===== src/rtl/instr_fetch_seq_if.sv =====
// Bundle of the signals between the fetch sequencer, instruction memory, instruction register
// and execute stage; master is the sequencer side.
interface instr_fetch_seq_if #(
  parameter int unsigned ADDR_W  = 8,
  parameter int unsigned INSTR_W = 4
);
  logic               start;
  logic               stop;
  logic [ADDR_W-1:0]  mem_addr;
  logic               mem_rd;
  logic               mem_ready;
  logic [INSTR_W-1:0] mem_data;
  logic [INSTR_W-1:0] ir_data;
  logic               ir_load;
  logic               exec_done;
  logic               jump;
  logic [ADDR_W-1:0]  jump_addr;
  logic [ADDR_W-1:0]  pc;
  logic               busy;
  logic               mem_err;
  logic               halted;

  modport master (
    input  start, stop, mem_ready, mem_data, exec_done, jump, jump_addr,
    output mem_addr, mem_rd, ir_data, ir_load, pc, busy, mem_err, halted
  );

  modport slave (
    output start, stop, mem_ready, mem_data, exec_done, jump, jump_addr,
    input  mem_addr, mem_rd, ir_data, ir_load, pc, busy, mem_err, halted
  );
endinterface


===== src/rtl/instr_fetch_seq.sv =====
// Instruction fetch sequencer: PC, memory read with timeout, IR load strobe, exec handshake.
// Define HALT_DETECT_EN to stop on an all-ones instruction word and raise a sticky halted flag.
module instr_fetch_seq #(
  parameter int unsigned ADDR_W  = 8,
  parameter int unsigned INSTR_W = 4,
  parameter int unsigned TIMEOUT = 15
) (
  input logic                clk,
  input logic                rst_n,
  instr_fetch_seq_if.master  bus
);

  localparam int unsigned CntW = (TIMEOUT < 2) ? 1 : $clog2(TIMEOUT + 1);
  localparam logic [CntW-1:0] CntLast = CntW'(TIMEOUT - 1);

  typedef enum logic [1:0] {
    StIdle,
    StFetch,
    StLoad,
    StExec
  } state_e;

  state_e state_q, state_d;

  logic [ADDR_W-1:0]  pc_q, pc_d;
  logic [ADDR_W-1:0]  mem_addr_q;
  logic               mem_rd_q;
  logic [INSTR_W-1:0] ir_data_q;
  logic [CntW-1:0]    cnt_q, cnt_d;
  logic               err_q;
  logic               halted_q;
  logic               halt_word;
  logic               fetch_hit;
  logic               fetch_timeout;

  assign fetch_hit     = (state_q == StFetch) && bus.mem_ready;
  assign fetch_timeout = (state_q == StFetch) && !bus.mem_ready && (cnt_q == CntLast);

`ifdef HALT_DETECT_EN
  assign halt_word = (ir_data_q == {INSTR_W{1'b1}});
`else
  assign halt_word = 1'b0;
`endif

  // State register
  always_ff @(posedge clk) begin
    if (!rst_n) begin
      state_q <= StIdle;
    end else begin
      state_q <= state_d;
    end
  end

  // Next-state logic
  always_comb begin
    state_d = state_q;
    case (state_q)
      StIdle: begin
        if (bus.start && !err_q && !halted_q) state_d = StFetch;
      end
      StFetch: begin
        // A late mem_ready on the final wait cycle still wins over the timeout.
        if (bus.mem_ready)  state_d = StLoad;
        else if (fetch_timeout) state_d = StIdle;
      end
      StLoad: begin
        state_d = halt_word ? StIdle : StExec;
      end
      StExec: begin
        if (bus.exec_done) state_d = bus.stop ? StIdle : StFetch;
      end
      default: state_d = StIdle;
    endcase
  end

  // Datapath next values
  always_comb begin
    pc_d = pc_q;
    if (fetch_hit) pc_d = pc_q + ADDR_W'(1);
    // Jump target replaces the increment already applied during the fetch.
    if ((state_q == StExec) && bus.exec_done && bus.jump) pc_d = bus.jump_addr;

    cnt_d = '0;
    if ((state_q == StFetch) && (state_d == StFetch)) cnt_d = cnt_q + CntW'(1);
  end

  always_ff @(posedge clk) begin
    if (!rst_n) begin
      pc_q       <= '0;
      mem_addr_q <= '0;
      mem_rd_q   <= 1'b0;
      ir_data_q  <= '0;
      cnt_q      <= '0;
      err_q      <= 1'b0;
    end else begin
      pc_q     <= pc_d;
      cnt_q    <= cnt_d;
      mem_rd_q <= (state_d == StFetch);
      // Address is latched on entry so it stays stable for the whole fetch.
      if ((state_q != StFetch) && (state_d == StFetch)) mem_addr_q <= pc_d;
      if (fetch_hit) ir_data_q <= bus.mem_data;
      if (fetch_timeout) err_q <= 1'b1;
    end
  end

`ifdef HALT_DETECT_EN
  always_ff @(posedge clk) begin
    if (!rst_n) begin
      halted_q <= 1'b0;
    end else if ((state_q == StLoad) && halt_word) begin
      halted_q <= 1'b1;
    end
  end
`else
  assign halted_q = 1'b0;
`endif

  // Outputs
  always_comb begin
    bus.ir_load  = (state_q == StLoad);
    bus.busy     = (state_q != StIdle);
    bus.mem_rd   = mem_rd_q;
    bus.mem_addr = mem_addr_q;
    bus.ir_data  = ir_data_q;
    bus.pc       = pc_q;
    bus.mem_err  = err_q;
    bus.halted   = halted_q;
  end

endmodule


===== src/flat_wrapper.sv =====
// flat-port wrapper written by rule: the top's interface ports become plain ports
module instr_fetch_seq_flat 
#(
  parameter int unsigned ADDR_W  = 8,
  parameter int unsigned INSTR_W = 4,
  parameter int unsigned TIMEOUT = 15
)
  (clk, rst_n, bus_start, bus_stop, bus_mem_ready, bus_mem_data, bus_exec_done, bus_jump, bus_jump_addr, bus_mem_addr, bus_mem_rd, bus_ir_data, bus_ir_load, bus_pc, bus_busy, bus_mem_err, bus_halted);
  instr_fetch_seq_if #(.ADDR_W(ADDR_W), .INSTR_W(INSTR_W)) bus_i ();
  input logic clk;
  input logic rst_n;
  input wire logic [$bits(bus_i.start)-1:0] bus_start;
  input wire logic [$bits(bus_i.stop)-1:0] bus_stop;
  input wire logic [$bits(bus_i.mem_ready)-1:0] bus_mem_ready;
  input wire logic [$bits(bus_i.mem_data)-1:0] bus_mem_data;
  input wire logic [$bits(bus_i.exec_done)-1:0] bus_exec_done;
  input wire logic [$bits(bus_i.jump)-1:0] bus_jump;
  input wire logic [$bits(bus_i.jump_addr)-1:0] bus_jump_addr;
  output wire logic [$bits(bus_i.mem_addr)-1:0] bus_mem_addr;
  output wire logic [$bits(bus_i.mem_rd)-1:0] bus_mem_rd;
  output wire logic [$bits(bus_i.ir_data)-1:0] bus_ir_data;
  output wire logic [$bits(bus_i.ir_load)-1:0] bus_ir_load;
  output wire logic [$bits(bus_i.pc)-1:0] bus_pc;
  output wire logic [$bits(bus_i.busy)-1:0] bus_busy;
  output wire logic [$bits(bus_i.mem_err)-1:0] bus_mem_err;
  output wire logic [$bits(bus_i.halted)-1:0] bus_halted;
  assign bus_i.start = bus_start;
  assign bus_i.stop = bus_stop;
  assign bus_i.mem_ready = bus_mem_ready;
  assign bus_i.mem_data = bus_mem_data;
  assign bus_i.exec_done = bus_exec_done;
  assign bus_i.jump = bus_jump;
  assign bus_i.jump_addr = bus_jump_addr;
  assign bus_mem_addr = bus_i.mem_addr;
  assign bus_mem_rd = bus_i.mem_rd;
  assign bus_ir_data = bus_i.ir_data;
  assign bus_ir_load = bus_i.ir_load;
  assign bus_pc = bus_i.pc;
  assign bus_busy = bus_i.busy;
  assign bus_mem_err = bus_i.mem_err;
  assign bus_halted = bus_i.halted;
  instr_fetch_seq #(.ADDR_W(ADDR_W), .INSTR_W(INSTR_W), .TIMEOUT(TIMEOUT)) u_core (.clk(clk), .rst_n(rst_n), .bus(bus_i));
endmodule

===== config.mk =====
export PLATFORM = sky130hd
export DESIGN_NAME = instr_fetch_seq_flat
export DESIGN_NICKNAME = d
export VERILOG_FILES = /design/src/rtl/instr_fetch_seq_if.sv /design/src/rtl/instr_fetch_seq.sv /design/src/flat_wrapper.sv
export SDC_FILE = /design/constraint.sdc
export NUM_CORES = 1
export LEC_CHECK = 0
export ABC_AREA = 1
export CAP_MARGIN = 5
export CORE_UTILIZATION = 45
export CTS_CLUSTER_DIAMETER = 40
export CTS_CLUSTER_SIZE = 30
export DETAILED_ROUTE_END_ITERATION = 7
export PLACE_DENSITY_LB_ADDON = 0.05
export SLEW_MARGIN = 40
export SYNTH_ARGS = -nofsm -noshare
export SYNTH_HDL_FRONTEND = slang
export SYNTH_SLANG_ARGS = --single-unit

===== constraint.sdc =====
create_clock -name clk -period 1.5 [get_ports clk]
set_input_delay 0.225 -clock clk [delete_from_list [all_inputs] [get_ports clk]]
set_output_delay 0.225 -clock clk [all_outputs]
set_load 0.01 [all_outputs]

-- Yosys cells after proc, flatten, opt, wreduce, memory -nomap -nowiden
Index checks and enable logic that the tools add are counted.
W data, S select, Z words.
- $add $sub $neg: 2
- eq/ne operators: 6
- mux-type cells: 8
- reduce and logical (&&, ||, !) cells: 13
- operators by type and width (kind ; number):
    $mux W8 ; 2
    $add A8 B1 Y8 const B ; 1
    $logic_and A1 B1 Y1 ; 8
    $mux W2 ; 4
    $pmux W2 S4 ; 1
    $add A4 B1 Y4 const B ; 1
    $eq A2 B1 Y1 const B ; 2
    $eq A2 B2 Y1 const B ; 2
    $eq A4 B4 Y1 const B ; 1
    $logic_not A1 Y1 ; 2
    $logic_not A2 Y1 ; 1
    $ne A2 B1 Y1 const B ; 1
    $reduce_and A2 Y1 ; 1
    $reduce_bool A2 Y1 ; 1
    $mux W1 ; 1
- flip-flop bits (word level): 28
- output and inout port bits: 25
- word-level logic and storage cells: 36

-- Logic depth before layout (Yosys ltp)
- word-level depth: 9
- mapped depth: 10
- gate-level depth less buffers: 10

-- Least setup slack after synthesis
No wires, ideal clock.
- path kind: register -> register
- start: register u_core.cnt_q[0]
- end: register u_core.mem_addr_q[7] (netlist: u_core.bus.mem_addr[7])
- arrival: 1.199 ns
- data required time: 1.391 ns
- path slack: 0.192 ns
- cell stages (with the launch flop): 11
- buffers on the path: 0
- clock period less this slack: 1.308 ns
- path through: dfxtp_1 > inv_1 > ha_1 > nand3_1 > nand2_1 > nand2_2 > nand3_4 > inv_6 > nand3_1 > nand2_1 > inv_1
- cells in the longest elaborated chain, start to end: 7
- RTL lines (item ; line ; text):
    start, declared ; instr_fetch_seq.sv:29 ; logic [CntW-1:0] cnt_q, cnt_d;
    start signal, assigned ; instr_fetch_seq.sv:97 ; cnt_q <= cnt_d;
    $eq A4 B4 Y1 ; instr_fetch_seq.sv:37 ; assign fetch_timeout = (state_q == StFetch) && !bus.mem_ready && (cnt_q == CntLast);
    $logic_and A1 B1 Y1 ; instr_fetch_seq.sv:37 ;
    $mux W2 ; instr_fetch_seq.sv:64 ; else if (fetch_timeout) state_d = StIdle;
    $mux W2 ; instr_fetch_seq.sv:63 ; if (bus.mem_ready) state_d = StLoad;
    $pmux W2 S4 ; instr_fetch_seq.sv:57 ; case (state_q)
    $eq A2 B1 Y1 ; instr_fetch_seq.sv:100 ; if ((state_q != StFetch) && (state_d == StFetch)) mem_addr_q <= pc_d;
    $logic_and A1 B1 Y1 ; instr_fetch_seq.sv:100 ;
    end signal, assigned ; instr_fetch_seq.sv:100 ;
    end, declared ; instr_fetch_seq.sv:26 ; logic [ADDR_W-1:0] mem_addr_q;
Every way passes these cells.
A chain may end at the register's enable or synchronous reset.

-- Worst setup path in the final report
- start: register u_core.state_q[1]
- end: register u_core.mem_addr_q[4] (netlist: u_core.bus.mem_addr[4])
- cells in the longest elaborated chain, start to end: 8
- elaborated cells between the ends (all ways): 19
- those cells by class: eq/ne: 5; mux: 7; reduce/logical: 7
- RTL lines (item ; line ; text):
    start, declared ; instr_fetch_seq.sv:23 ; state_e state_q, state_d;
    start signal, assigned ; instr_fetch_seq.sv:48 ; state_q <= StIdle;
    start signal, assigned ; instr_fetch_seq.sv:50 ; state_q <= state_d;
    $eq A2 B1 Y1 ; instr_fetch_seq.sv:36, instr_fetch_seq.sv:37, instr_fetch_seq.sv:57 ;
    $logic_and A1 B1 Y1 (2 in series) ; instr_fetch_seq.sv:37 ;
    $mux W2 ; instr_fetch_seq.sv:64 ;
    $mux W2 ; instr_fetch_seq.sv:63 ;
    $pmux W2 S4 ; instr_fetch_seq.sv:57 ;
    $eq A2 B1 Y1 ; instr_fetch_seq.sv:100 ;
    $logic_and A1 B1 Y1 ; instr_fetch_seq.sv:100 ;
Parallel ways exist; a longest one is shown, timed or not.

==> impl_results.md <==
* Status: complete, but fails checks
* Failing checks: design-rule violations
* Die area at 3270 um^2
* Cells after DPL at 265
* Hold Fails Final Rpt at 0
* WS Path Type: flop to flop
* Commonest cells in the netlist: nand2_1, dfxtp_1, inv_1
* GRT Util Overall at 21.5%
* Vias in the first global route at 1,297
* Max Cap Viol at 0
* Total global routing overflow at 0
* Worst endpoint data arrival time at between 1.5 and 2 ns
* Sequential share of the synthesized area at 40.9%
* Die Height at 57.2 um
* Clk_skew at 0.00980 ns
* Setup ws final at 0.0139 ns
* P&R area growth vs syn at 59.5%
* Netlist Area Pre-Place at 1370 um^2
* Synthesis-stage register bit count at 28
* Layout cells sized above 1 at 33.5%
* Root Driver: clkbuf_4
* Yosys cell types at 30
* Crit path capture type: flop
* EDFF count, synth at 0
* Fmax at 673 MHz
* Worst path max stage delay at roughly 0.38 ns
* CP most frequent cell: buf_4
* Nets@finish at 277
* Via count at 1,424
* Worst Hold Class: input port to flop
* Fin. max-slew vios at 0
* Starting DRT DRC Count at 73
* Layout Cells excl Fill at between 200 and 300
* Die width at 57.2 um
* Largest area contributor in the netlist: dfxtp_1
* Syn_area_per_cell at approximately 7.4 um^2
* Final antenna-violating net count at 0
* Async set or reset register ratio after synthesis at 0%
* Final Cell Area at approximately 2200 um^2
* DP Area at 1880 um^2
* # diodes at 0
* Pleak at 1.13 nW
* Cell Rows at 19
* Placeable Area at 2830 um^2
* Crit-path cells: buf_4, nor2_2, o21ai_1, buf_4, nand3_4, clkinv_4, buf_6, o21ai_2, nor2_1
* Worst Path Required at 1.73 ns
* Peak supply drop at 0.659 mV
* Top FF cell, synth: dfxtp_1
* Area contributors post-synth: dfxtp_1, nand2_1, inv_1
* WL final at around 3700 um
* Largest net degree at the start of global routing at 16
* CTS Sinks at 28
* Crit path max-delay cell type: dfxtp_4
* Avg WL per Cell at 12.9 um
* CTS tree: yes
* Via density at 5.00
* Pre-CTS setup slack at -0.229 ns
* Worst-skew pair later-pin latency at 0.33 ns
* Area share of the largest cell type after synthesis at 40.9%
* Initial antenna violation count at 0
* Port bufs at 42
* Final HPWL DP at around 2500 um
* Hold slack final at 0.429 ns
* CTS Buf Count at 3
* Drt drc at 2
* Multi-input logic area at between 700 and 800 um^2
* Fillers at 204
* Synthesized instance count at 185
* Final period util at 99.1%
* Synth warn at 0
* Clock-pin slew on the worst setup and hold paths at 0.15 ns
* Mapped Nets at 207
* Initial DRT Pass Iterations at 6
* RePlAce Congestion at 0.778
* Initial core utilization at 48.5%
* Minimum clock period after layout at 1.49 ns
* Htree depth at 1
* Util after Layout at just under 80%
* CP Max Fanout at 7
* Setup crit start kind: flop
* Pwr dens at around 820 nW/um^2
* RSZ-0062 raised after global routing: yes
* Clock Path Buffers at 2
* First-pass GRT wire length at 5510 um
* I/O pin count at 44
* # setup viols final at 0
* Register area at 589 um^2
* Top-count cell post-synth: nand2_1
layout make-up:
cell class,instances,share of cell area (%)
Inverter,26,5.03
Timing Repair Buffer,69,30.1
Multi-Input combinational cell,127,34.5
Clock buffer,4,1.66
Tap cell,31,1.77
Sequential cell,28,26.9
power breakdown:
part / internal [mW] / switching, mW / leakage (nW)
Combinational: 0.306 / 0.284 / 0.871
Clock: 0.149 / 0.220 / 0.0210
Sequential: 0.800 / 0.0343 / 0.236
Total: 1.25 / 0.538 / 1.13
what timing repair did:
item / CTS / global route
gates cloned: 0 / 0
gates resized for setup: 15 / 55
setup buffers: 2 / 14
hold endpoints to repair: 0 / 0
hold buffers: 0 / 0
pin swaps: 0 / 12
endpoints found under the setup margin: 10 / 26
registers in the layout (all words and copies together), names as in the netlist:
| name | flops |
|---|---|
| u_core.bus.mem_rd | 1 |
| u_core.bus.mem_err | 1 |
| u_core.state_q | 2 |
| u_core.bus.ir_data | 4 |
| u_core.cnt_q | 4 |
| u_core.bus.pc | 8 |
| u_core.bus.mem_addr | 8 |
final timing paths:
kind / from / endpoint / cells past startpoint / slack (ns)
min reg2reg: u_core.cnt_q[0] / u_core.cnt_q[0] / 1 / 0.44
min: bus_mem_data[3] / u_core.bus.ir_data[3] / 3 / 0.43
max: u_core.state_q[1] / u_core.bus.mem_addr[4] / 9 / 0.01
max reg2reg: u_core.state_q[1] / u_core.bus.mem_addr[4] / 9 / 0.01
critical path: cells and delay by family, from the launching register on:
| family | cells | cell delay (ns) |
|---|---|---|
| flip-flops | 1 | 0.38 |
| buffers and inverters | 4 | 0.52 |
| AO/OA/AOI/OAI | 2 | 0.21 |
| AND/OR/NAND/NOR | 3 | 0.29 |
per-layer routing:
metal / part of all wire, % / track usage (%) / vias to the layer above
met5: 0 / 0 / -
met4: 0.98 / 7.32 / 0
met3: 4.6 / 3.17 / 6
met2: 52 / 37.1 / 49
met1: 43 / 27.5 / 643
li1: - / - / 726
metrics by stage:
step           power [mW]  TNS [ns]
5_1_grt              1.88    -0.306
6_report             1.79         0
3_5_place_dp         1.31     -1.87
4_1_cts              1.67  -0.00431
2_1_floorplan        1.09         0
3_3_place_gp         1.30     -1.64
cells by family after synthesis:
group | share of synthesized area (%)
buf+inv | 9.76
other cells | 0.273
compound gates | 10.5
fa+ha+maj | 2.74
flops | 40.9
xor+xnor | 2.56
simple gates | 33.3
cells in the final DEF (no fill, tap or decap), drive strengths merged:
master and count:
a21oi 16, buf 27, clkbuf 5, clkdlybuf4s50 28, clkinv 1, conb 1, dfxtp 28, dlygate4sd2 3
dlymetal6s2s 10, ha 3, inv 25, nand2 49, nand3 18, nand3b 1, nand4 2, nor2 21
nor3 2, o211ai 1, o21ai 8, or2 1, xnor2 2, xor2 2
(Power assumes the default switching activity.)
==> patch 1, RTL diff (same settings) <==
`ADDR_W` is set to 8 in 3 places; all go to 9.
--- a/src/rtl/instr_fetch_seq_if.sv
+++ b/src/rtl/instr_fetch_seq_if.sv
@@ -1,7 +1,7 @@
 // Bundle of the signals between the fetch sequencer, instruction memory, instruction register
 // and execute stage; master is the sequencer side.
 interface instr_fetch_seq_if #(
-  parameter int unsigned ADDR_W  = 8,
+  parameter int unsigned ADDR_W  = 9,
   parameter int unsigned INSTR_W = 4
 );
   logic               start;
--- a/src/rtl/instr_fetch_seq.sv
+++ b/src/rtl/instr_fetch_seq.sv
@@ -1,7 +1,7 @@
 // Instruction fetch sequencer: PC, memory read with timeout, IR load strobe, exec handshake.
 // Define HALT_DETECT_EN to stop on an all-ones instruction word and raise a sticky halted flag.
 module instr_fetch_seq #(
-  parameter int unsigned ADDR_W  = 8,
+  parameter int unsigned ADDR_W  = 9,
   parameter int unsigned INSTR_W = 4,
   parameter int unsigned TIMEOUT = 15
 ) (
--- a/src/flat_wrapper.sv
+++ b/src/flat_wrapper.sv
@@ -1,7 +1,7 @@
 // flat-port wrapper written by rule: the top's interface ports become plain ports
 module instr_fetch_seq_flat 
 #(
-  parameter int unsigned ADDR_W  = 8,
+  parameter int unsigned ADDR_W  = 9,
   parameter int unsigned INSTR_W = 4,
   parameter int unsigned TIMEOUT = 15
 )
Ports: changed (resized bus_jump_addr, bus_mem_addr and bus_pc); port bits go from 44 to 47. The function was not compared with the original's and may differ.
==> patch 1 against the unedited design <==
Via count rose by 6.0%. Synthesized area rose by 7.8%. Power is 18% higher. Sequential cell count rose by 2. Routed wire length grew 4.4%. Setup slack better by 25 ps. Global-route usage up 0.42 points. Design area up 5.3%. Non-clock buffer count down 3. Critical path type is now reg -> out.
==> patch 1: results <==
[global_route]
grt_pass1_wl_um = 5660
grt_max_degree = 14
use_met3_pct = 4.80
grt_pass1_vias = 1345
track_usage_pct = 21.9
grtUsageMet2_pct = 34.8
use_met1_pct = 27.8

[drt]
vias = 1510
wl_met2_um = 1820
drtIter0Drc = 67
wl_per_cell_um = 12.3
viasPerCell = 4.84
wl_met1_um = 1740
dr_wl_met3_um = 178
first_pass_iters = 4

[clocking]
htree_levels = 2
cts_inserted_buffers = 5
path_clk_slew_ps = 90
clkLatencyLatePin_ps = 350

[logic_synthesis]
syn_nets = 221
synth_area_per_cell_um2 = 7.47
synthXorXnorAreaFrac_pct = 2.37
ys_top_cells_by_area = "dfxtp_1 41%, nand2_1 12%, nand3_1 7.4%"
synth-compound-area-share_pct = 8.88
ys_types = 30
ys_seq_area_share_pct = 40.6
ys_top_cells_by_count = "47 x nand2_1, 30 x dfxtp_1, 23 x inv_1"
synthAdderAreaFrac_pct = 2.54

[placement]
postPlaceCellArea_mm2 = 0.00209
gp_congestion = 0.794
dp.cells = 300
place_ws_ps = -198
hpwlAfterDp_um = 2790
port_buffers = 45

[final_layout]
finalNetCount = 290
drive_gt1_share_pct = 24.6
filler_cell_count = 229
postLayoutCoreUtil_pct = 74.8

[worst_hold_path]
hold_path_startpoint = "u_core.cnt_q[0]"
whs_path_depth = 1
hold_class = "reg -> reg"
hold_path_end = "u_core.cnt_q[0]"

[power]
pg_seq_uw = 890
clock_power_uw = 640
p_leak_nw = 1.12
intPower_mw = 1.51
switching_share_pct = 28.9
peakVddDrop_v = 0.000725

[critical_path]
crit_fanout = 2
critical_path.slowest_cell = "clkdlybuf4s50_1"
max_stage_delay_ps = 550
crit_arrival_ps = 1240
reg2reg_to = "u_core.bus.mem_addr[2]"
r2r_setup_slack_ps = 70

[run_status]
run_status = "finished clean"

[sta]
fin_hold_ws_ps = 444
skew_ps = 17.0
patch 1: worst max-delay path by stage:
stage	from	depth (start not counted)	slack (ps)	endpoint
2_1_floorplan	u_core.cnt_q[0]	10	150	u_core.bus.mem_addr[5]
4_1_cts	u_core.bus.pc[4]	1	5	bus_pc[4]
6_report	u_core.bus.mem_addr[2]	1	40	bus_mem_addr[2]
5_1_grt	u_core.bus.mem_addr[0]	1	0.3	bus_mem_addr[0]
3_5_place_dp	bus_mem_ready	9	-200	u_core.bus.mem_addr[8]
3_3_place_gp	bus_mem_ready	9	-150	u_core.bus.mem_addr[8]
patch 1: repair_timing:
action | CTS | global route
cloned | 0 | 1
buffers inserted | 0 | 3
setup endpoints to repair | 9 | 18
gates resized for setup | 14 | 29
pin swaps | 0 | 6
patch 1: final cells by class:
type,instances,area share [%]
flip-flops and latches,30,26.6
clock buffers,7,1.96
multi-input cells,137,36.0
well taps,44,2.39
repair buffers,66,27.1
inverters,27,4.67
clock inverters,1,1.30
==> patch 2, RTL diff (same settings) <==
Without the edit above. `pc_q` no longer has a reset.
--- a/src/rtl/instr_fetch_seq.sv
+++ b/src/rtl/instr_fetch_seq.sv
@@ -86,14 +86,12 @@
 
   always_ff @(posedge clk) begin
     if (!rst_n) begin
-      pc_q       <= '0;
       mem_addr_q <= '0;
       mem_rd_q   <= 1'b0;
       ir_data_q  <= '0;
       cnt_q      <= '0;
       err_q      <= 1'b0;
     end else begin
-      pc_q     <= pc_d;
       cnt_q    <= cnt_d;
       mem_rd_q <= (state_d == StFetch);
       // Address is latched on entry so it stays stable for the whole fetch.
@@ -101,6 +99,10 @@
       if (fetch_hit) ir_data_q <= bus.mem_data;
       if (fetch_timeout) err_q <= 1'b1;
     end
+  end
+
+  always_ff @(posedge clk) begin
+    pc_q <= pc_d;
   end
 
 `ifdef HALT_DETECT_EN
Behaviour: differs if rst_n is asserted again (counterexample within 4 cycles, from zero or initial values and one cycle with rst_n low); with rst_n held inactive, the same outputs for 10 cycles.
==> patch 2 against the unedited design <==
Power increased by 33%. Worst hold slack improved by 15 ps. Routed wire length decreased by 11%. Cell count decreased by 6.3%. Setup slack improved by 22 ps. Highest routed layer unchanged. Sequential cell count unchanged. Synthesized area decreased by 2.3%. Design area decreased by 8.9%.
==> patch 2: results <==
[critical_path]
max_stage_delay_ps = 530
crit_family = "buffers and inverters"
crit_fanout = 4
crit_arrival_ps = 1240
r2r-start = "u_core.cnt_q[0]"
critical_path.slowest_cell = "clkdlybuf4s50_1"
rr_worst_depth = 10
reg2reg_to = "u_core.cnt_q[0]"
r2r_setup_slack_ps = 40

[worst_hold_path]
whs_path_depth = 3
hold_class = "in -> reg"
hold_path_end = "u_core.bus.ir_data[2]"
hold_path_startpoint = "bus_mem_data[2]"

[power]
peakVddDrop_v = 0.000906
p_leak_nw = 0.983
p_switching_uw = 849

[placement]
gp_congestion = 0.880
hpwlAfterDp_um = 2340
port_buffers = 42
place_ws_ps = -137

[clocking]
path_clk_slew_ps = 140
cts_inserted_buffers = 3
cts_root_buffer = "clkbuf_4"
htree_levels = 1
clkLatencyLatePin_ps = 320
clockBufferDepth = 2

[drt]
drtIter0Drc = 29
viasPerCell = 4.85
first_pass_iters = 4
routed_wl_um = 3270

[global_route]
grt_pass1_wl_um = 5140
track_usage_pct = 20.3
grt_max_degree = 15
grt_pass1_vias = 1249
antenna_found_initial = 0

[logic_synthesis]
yosysWarnings = 0
ys_seq_area_share_pct = 41.8
async_flop_share_pct = 0
syn_nets = 201
synthFlopType = "dfxtp_1"
ys_top_cells_by_count = "43 x nand2_1, 28 x dfxtp_1, 22 x nor2_1"
ys_types = 32
ys_top_cells_by_area = "dfxtp_1 42%, nand2_1 12%, nor2_1 6.2%"

[run_status]
run_status = "finished clean"

[final_layout]
n_antenna_cell = 0
drive_gt1_share_pct = 22.0
finalNetCount = 260

[sta]
fin_hold_ws_ps = 444
skew_ps = 5.32
patch 2: per-stage QoR:
| stage | area [µm²] | cells | power, mW | utilization [%] |
|---|---|---|---|---|
| 2_1_floorplan | 1340 | 179 | 1.55 | - |
| 3_3_place_gp | 1850 | 260 | 2.03 | 66.5 |
| 3_5_place_dp | 1850 | 260 | 2.04 | 66.5 |
| 4_1_cts | 1900 | 265 | 2.37 | 68.4 |
| 5_1_grt | 1990 | 267 | 2.57 | 71.7 |
| 6_report | 1990 | 267 | 2.39 | 71.7 |
patch 2: power by group through the flow:
stage          sequential (mW)  combinational [mW]  clock, mW
3_5_place_dp              1.07               0.976          0
4_1_cts                   1.07               0.993      0.306
3_3_place_gp              1.06               0.965          0
2_1_floorplan             1.11               0.441          0
5_1_grt                   1.11                1.11      0.340
6_report                  1.09                1.00      0.302
patch 2: routing by layer:
metal	GRT usage (%)	vias to the layer above	wire, µm
li1	-	673	-
met1	26.1	579	1440
met2	34.3	36	1620
met3	3.92	6	156
met4	6.27	0	48
met5	0	-	0
patch 2: cell families after synthesis:
kind of cell | synth area share (%)
adders and majority gates | 2.80
and+or+nand+nor | 36.0
other | 0.280
buffers and inverters | 9.99
AOI/OAI and AO/OA | 7.10
DFF | 41.8
xor gates and xnor gates | 1.96
patch 2: worst max-delay path by stage:
stage | slack [ps] | from | cells after the start | endpoint
final | 40 | u_core.bus.pc[0] | 1 | bus_pc[0]
after global routing | -70 | u_core.cnt_q[0] | 10 | u_core.cnt_q[0]
after CTS | 10 | u_core.bus.pc[3] | 1 | bus_pc[3]
after detailed placement | -140 | bus_mem_ready | 8 | u_core.bus.mem_addr[2]
after global placement | -90 | bus_mem_ready | 8 | u_core.bus.mem_addr[2]
after floorplan | 200 | u_core.cnt_q[0] | 10 | u_core.bus.mem_addr[6]
patch 2: repair_timing:
action | 4_1_cts | 5_1_grt
cloned | 0 | 0
pin swaps | 0 | 7
buffers inserted | 2 | 2
gates resized for setup | 14 | 25
endpoints found under the setup margin | 12 | 22
patch 2: cell type report:
class | instances | area, µm²
clock buffers | 3 | 22.5
fillers | 223 | 788
inverters | 26 | 108
multi-input cells | 122 | 678
flip-flops and latches | 28 | 591
well taps | 31 | 38.8
repair buffers | 57 | 556
